**src/rtl/distance_job_driver.sv**
```systemverilog
// Initiator for the distance calculator start/done handshake: accepts a job, pulses start,
// waits for a fresh done (or timeout) and returns the result. Optional stats: DRV_STATS_EN.
module distance_job_driver #(
    parameter int unsigned DATA_W     = 16,
    parameter int unsigned START_HOLD = 2,
    parameter int unsigned TIMEOUT    = 64
) (
    input  logic              clk,
    input  logic              reset,
    input  logic              req_valid,
    output logic              req_ready,
    input  logic [DATA_W-1:0] req_a,
    input  logic [DATA_W-1:0] req_b,
    output logic              calc_start,
    output logic [DATA_W-1:0] calc_a,
    output logic [DATA_W-1:0] calc_b,
    input  logic              calc_done,
    input  logic [DATA_W-1:0] calc_result,
    output logic              rsp_valid,
    input  logic              rsp_ready,
    output logic              rsp_timeout,
`ifdef DRV_STATS_EN
    output logic [7:0]        jobs_ok,
    output logic [7:0]        jobs_tmo,
`endif
    output logic [DATA_W-1:0] rsp_result
);

    localparam int unsigned HOLD_W = $clog2(START_HOLD + 1);
    localparam int unsigned TMO_W  = $clog2(TIMEOUT + 1);
    localparam logic [HOLD_W-1:0] HOLD_LOAD = HOLD_W'(START_HOLD - 1);
    localparam logic [TMO_W-1:0]  TMO_LAST  = TMO_W'(TIMEOUT - 1);

    typedef enum logic [2:0] {
        IDLE      = 3'd0,
        PRESS     = 3'd1,
        RELEASE   = 3'd2,
        WAIT_DONE = 3'd3,
        RESP      = 3'd4
    } state_t;

    state_t            state;
    logic [HOLD_W-1:0] hold_cnt;
    logic [TMO_W-1:0]  tmo_cnt;

`ifdef DRV_STATS_EN
    function automatic logic [7:0] sat_inc(input logic [7:0] v);
        return (v == 8'hFF) ? v : v + 8'd1;
    endfunction
`endif

    // Single-process FSM; every output is a register updated on transitions.
    always_ff @(posedge clk or posedge reset) begin
        if (reset) begin
            state       <= IDLE;
            req_ready   <= 1'b1;
            calc_start  <= 1'b0;
            calc_a      <= '0;
            calc_b      <= '0;
            rsp_valid   <= 1'b0;
            rsp_result  <= '0;
            rsp_timeout <= 1'b0;
            hold_cnt    <= '0;
            tmo_cnt     <= '0;
`ifdef DRV_STATS_EN
            jobs_ok     <= '0;
            jobs_tmo    <= '0;
`endif
        end else begin
            case (state)
                IDLE: begin
                    if (req_valid && req_ready) begin
                        calc_a     <= req_a;
                        calc_b     <= req_b;
                        hold_cnt   <= HOLD_LOAD;
                        calc_start <= 1'b1;
                        req_ready  <= 1'b0;
                        state      <= PRESS;
                    end
                end
                PRESS: begin
                    if (hold_cnt == '0) begin
                        calc_start <= 1'b0;
                        tmo_cnt    <= '0;
                        state      <= RELEASE;
                    end else begin
                        hold_cnt <= hold_cnt - HOLD_W'(1);
                    end
                end
                RELEASE, WAIT_DONE: begin
                    // A done seen in RELEASE is stale; only WAIT_DONE may capture.
                    if (state == WAIT_DONE && calc_done) begin
                        rsp_result  <= calc_result;
                        rsp_timeout <= 1'b0;
                        rsp_valid   <= 1'b1;
                        state       <= RESP;
`ifdef DRV_STATS_EN
                        jobs_ok     <= sat_inc(jobs_ok);
`endif
                    end else if (state == RELEASE && !calc_done) begin
                        tmo_cnt <= tmo_cnt + TMO_W'(1);
                        state   <= WAIT_DONE;
                    end else if (tmo_cnt >= TMO_LAST) begin
                        rsp_result  <= '0;
                        rsp_timeout <= 1'b1;
                        rsp_valid   <= 1'b1;
                        state       <= RESP;
`ifdef DRV_STATS_EN
                        jobs_tmo    <= sat_inc(jobs_tmo);
`endif
                    end else begin
                        tmo_cnt <= tmo_cnt + TMO_W'(1);
                    end
                end
                RESP: begin
                    if (rsp_ready) begin
                        rsp_valid <= 1'b0;
                        req_ready <= 1'b1;
                        state     <= IDLE;
                    end
                end
                default: begin
                    calc_start <= 1'b0;
                    rsp_valid  <= 1'b0;
                    req_ready  <= 1'b1;
                    state      <= IDLE;
                end
            endcase
        end
    end

endmodule

```
**config.mk**
```make
export PLATFORM = sky130hd
export DESIGN_NAME = distance_job_driver
export DESIGN_NICKNAME = d
export VERILOG_FILES = /design/src/rtl/distance_job_driver.sv
export SDC_FILE = /design/constraint.sdc
export NUM_CORES = 1
export LEC_CHECK = 0
export BUFFER_PORTS_ARGS = -buffer_cell sky130_fd_sc_hd__buf_2
export CORE_MARGIN = 10
export CORE_UTILIZATION = 48
export DETAILED_ROUTE_END_ITERATION = 10
export GPL_TIMING_DRIVEN = 0
export PLACE_DENSITY = 0.78
export SETUP_SLACK_MARGIN = 0.4
export SLEW_MARGIN = 0
export SYNTH_ARGS = -nofsm -noshare
export SYNTH_HDL_FRONTEND = slang
export SYNTH_SLANG_ARGS = --single-unit
```
**constraint.sdc**
```tcl
create_clock -name clk -period 2.45 [get_ports clk]
set_input_delay 0.1225 -clock clk [delete_from_list [all_inputs] [get_ports clk]]
set_output_delay 0.1225 -clock clk [all_outputs]
set_load 0.05 [all_outputs]
```
==> impl_metrics.yaml <==
logic_synthesis:
  post_synth_num_cell_types: 41
  synth_edf_count: 0
  syn_area_per_cell_um2: 13.6
  async_reset_ff_frac: 1.00
  syn_nets: 251
  yosysTopAreaCellShare: 0.592
  yosysWarningCount: 0
  ys.flop_type: "dfrtp_1"
  ys_ff_latch: 64
  synth-seq-area-share: 0.602
  synth_largest_area_cell: "dfrtp_1"
  synthesis.instances: 196
  syn_area_mm2: 0.00266
  synth_area_leaders: "dfrtp_1, mux2_2, a22o_1"
placement:
  dpl.hpwl_um: 4700
  pre_cts_slack_ns: 0.451
  placed_cells: 373
  routabilityCongestion: 0.768
  port-buffer-count: 104
die:
  die-area_mm2: 0.00893
  die_y_um: 94.5
  io_pins: 105
  num_rows: 27
  die_x_um: 94.5
  start_util: 0.490
  core_area_mm2: 0.00544
timing:
  fin_crit_sh: 0.778
  period_needed_ns: 1.91
  worst_pin_slew_ns: 0.687
  finalHoldViolations: 0
  fmaxAchievable_ghz: 0.525
  setup_slack_ns: 0.544
  rsz0062_at_grt: "no"
  finalSetupViolCount: 0
  final.setup.tns_ns: 0
  relSlewSlack: 0.541
  maxSlewViolCount: 0
  fin_skew_ns: 0.00745
job:
  maxCapViolCount: 0
layout:
  area_delta_synth_final_pct: 34.3
  antennaDiodeCount: 0
  finish.utilization: 0.657
  finalNonFillerCells: 394
  finalNetCount: 372
  drive_above_1_share: 0.522
grt:
  grt.total_usage: 0.145
  use_met1: 0.168
  antenna_found_initial: 0
  overflow: 0
  grt_use_met3: 0.101
  grt_pass1_vias: 2168
  grt_start_max_net_pins: 34
  grt_use_met2: 0.214
  grt_pass1_wl_um: 10300
  busiest_layer: "met2"
clock_tree:
  numCtsBuffers: 9
  clock_latency_ns: 0.33
  cts-root-buf: "clkbuf_8"
  clock_sinks: 64
  htree_levels: 3
  clk_path_buf_depth: 2
  cts_tree: "built"
  postCtsSetupBuffers: 0
  clk_pin_slew_worst_paths_ns: 0.07
critical_path:
  critPathKind: "flop to flop"
  start_kind: "flop"
  critPathCaptureType: "flop"
  worst_ep_arrival_time_ns: 2.17
  critPathRequiredTime_ns: 2.72
  worstPathMaxFanout: 10
route:
  drt_wl_total_um: 6220
  dr.pass1.iters: 4
  drc: 0
  antenna_left: 0
  avgViaCountPerCell: 5.01
  drtIter0Drc: 97
  vias: 1974
  wl_per_cell_um: 15.8
power_and_ir_drop:
  vdd_drop_max_mv: 1.03
  p_leak_uw: 0.00187
  power_density_mw_per_mm2: 1640
run_status:
  status: "finished clean"
hold_path:
  hp-class: "primary input to flop"
cell type report:
cell class	instances	area, um^2
sequential	64	1600
inverter	7	26.3
timing repair buffer	110	591
tap	72	90.1
clock inverter	5	80.1
buffer	10	63.8
clock buffer	11	141
fill	427	1860
multi-input combinational	115	980
registers in the layout, summed over array words and instances, names as in the netlist:
register	flops
calc_b	16
calc_start	1
state	3
calc_a	16
rsp_valid	1
rsp_timeout	1
hold_cnt	2
rsp_result	16
tmo_cnt	7
req_ready	1
metrics by stage:
stage               power [uW]  area (um^2)  hold slack (ns)
floorplan                 4150         2660            0.262
global placement          4810         3270            0.346
detailed placement        4880         3290            0.268
CTS                       5900         3560          0.00154
global route              6200         3570          0.00173
finish                    5850         3570           0.0170
cell families (layout without fill, tap and decap cells):
kind of cell             after synthesis  count (layout)  share of synthesized area
adder cells (fa/ha/maj)                2               2                    0.00940
multiplexers                          34              34                      0.143
flip-flops                            64              64                      0.602
buffers and inverters                 17             143                     0.0329
AO/OA/AOI/OAI                         45              45                      0.140
AND/OR/NAND/NOR                       34              34                     0.0733
cell usage after synthesis, types with 2 or more instances:
master / number
a22o_1: 16
o21ai_0: 6
nand2b_1: 2
mux2i_1: 2
a21oi_1: 4
and3_1: 3
a32o_1: 2
mux2_2: 32
buf_4: 3
buf_2: 4
dfrtp_1: 63
o22ai_1: 5
o2bb2ai_1: 2
inv_1: 7
nand2_1: 7
nor2_1: 8
ha_1: 2
a21o_1: 2
nand3_1: 4
path summary, 6_finish.rpt:
| path | startpoint | endpoint | slack [ns] | cells past startpoint |
|---|---|---|---|---|
| max | tmo_cnt[0] | rsp_result[5] | 0.54 | 6 |
| max in group asynchronous | reset | req_ready | 1.33 | 4 |
| min | calc_result[6] | rsp_result[6] | 0.02 | 2 |
| max reg2reg | tmo_cnt[0] | rsp_result[5] | 0.54 | 6 |
| min reg2reg | rsp_result[2] | rsp_result[2] | 0.50 | 1 |
| min in group asynchronous | reset | calc_b[14] | 0.46 | 3 |
layer usage:
metal,vias to the layer above,routed length (um)
li1,957,-
met5,-,0
met3,4,781
met4,0,40
met1,942,2560
met2,71,2840
critical path, stage by stage, from the launching register on:
cell and delay (ns):
dfrtp_1 0.42, ha_1 0.26, a21o_1 0.22, a21o_1 0.26, o21ai_4 0.28, clkbuf_4 0.26
a22o_1 0.14
layout by cell type, fill, tap and decap left out, types with 2 or more instances in the layout:
cell | netlist | final
a21o_1 | 2 | 2
nand2_1 | 7 | 7
o21ai_0 | 6 | 6
inv_1 | 7 | 6
dlygate4sd3_1 | 0 | 5
clkbuf_1 | 1 | 2
nand3_1 | 4 | 4
mux2_2 | 32 | 32
clkinvlp_4 | 0 | 2
a21oi_1 | 4 | 4
buf_4 | 3 | 3
and3_1 | 3 | 3
nor2_1 | 8 | 8
mux2i_1 | 2 | 2
nand2b_1 | 2 | 2
ha_1 | 2 | 2
bufinv_16 | 0 | 2
a32o_1 | 2 | 2
a22o_1 | 16 | 16
buf_2 | 4 | 107
clkbuf_8 | 0 | 10
dfrtp_1 | 63 | 63
o2bb2ai_1 | 2 | 2
o22ai_1 | 5 | 5
report_power, final:
group          switching (uW)  leakage, uW  internal [uW]
clock                     394     0.000106            599
combinational            2180     0.000966            885
sequential                250     0.000795           1540
total                    2830      0.00187           3020
timing repair:
action,CTS,global route
hold buffers,5,0
endpoints found under the setup margin,0,10
endpoints found under the hold margin,36,0
resized for setup,0,2
No activity file was read; power rests on OpenSTA's default activity.
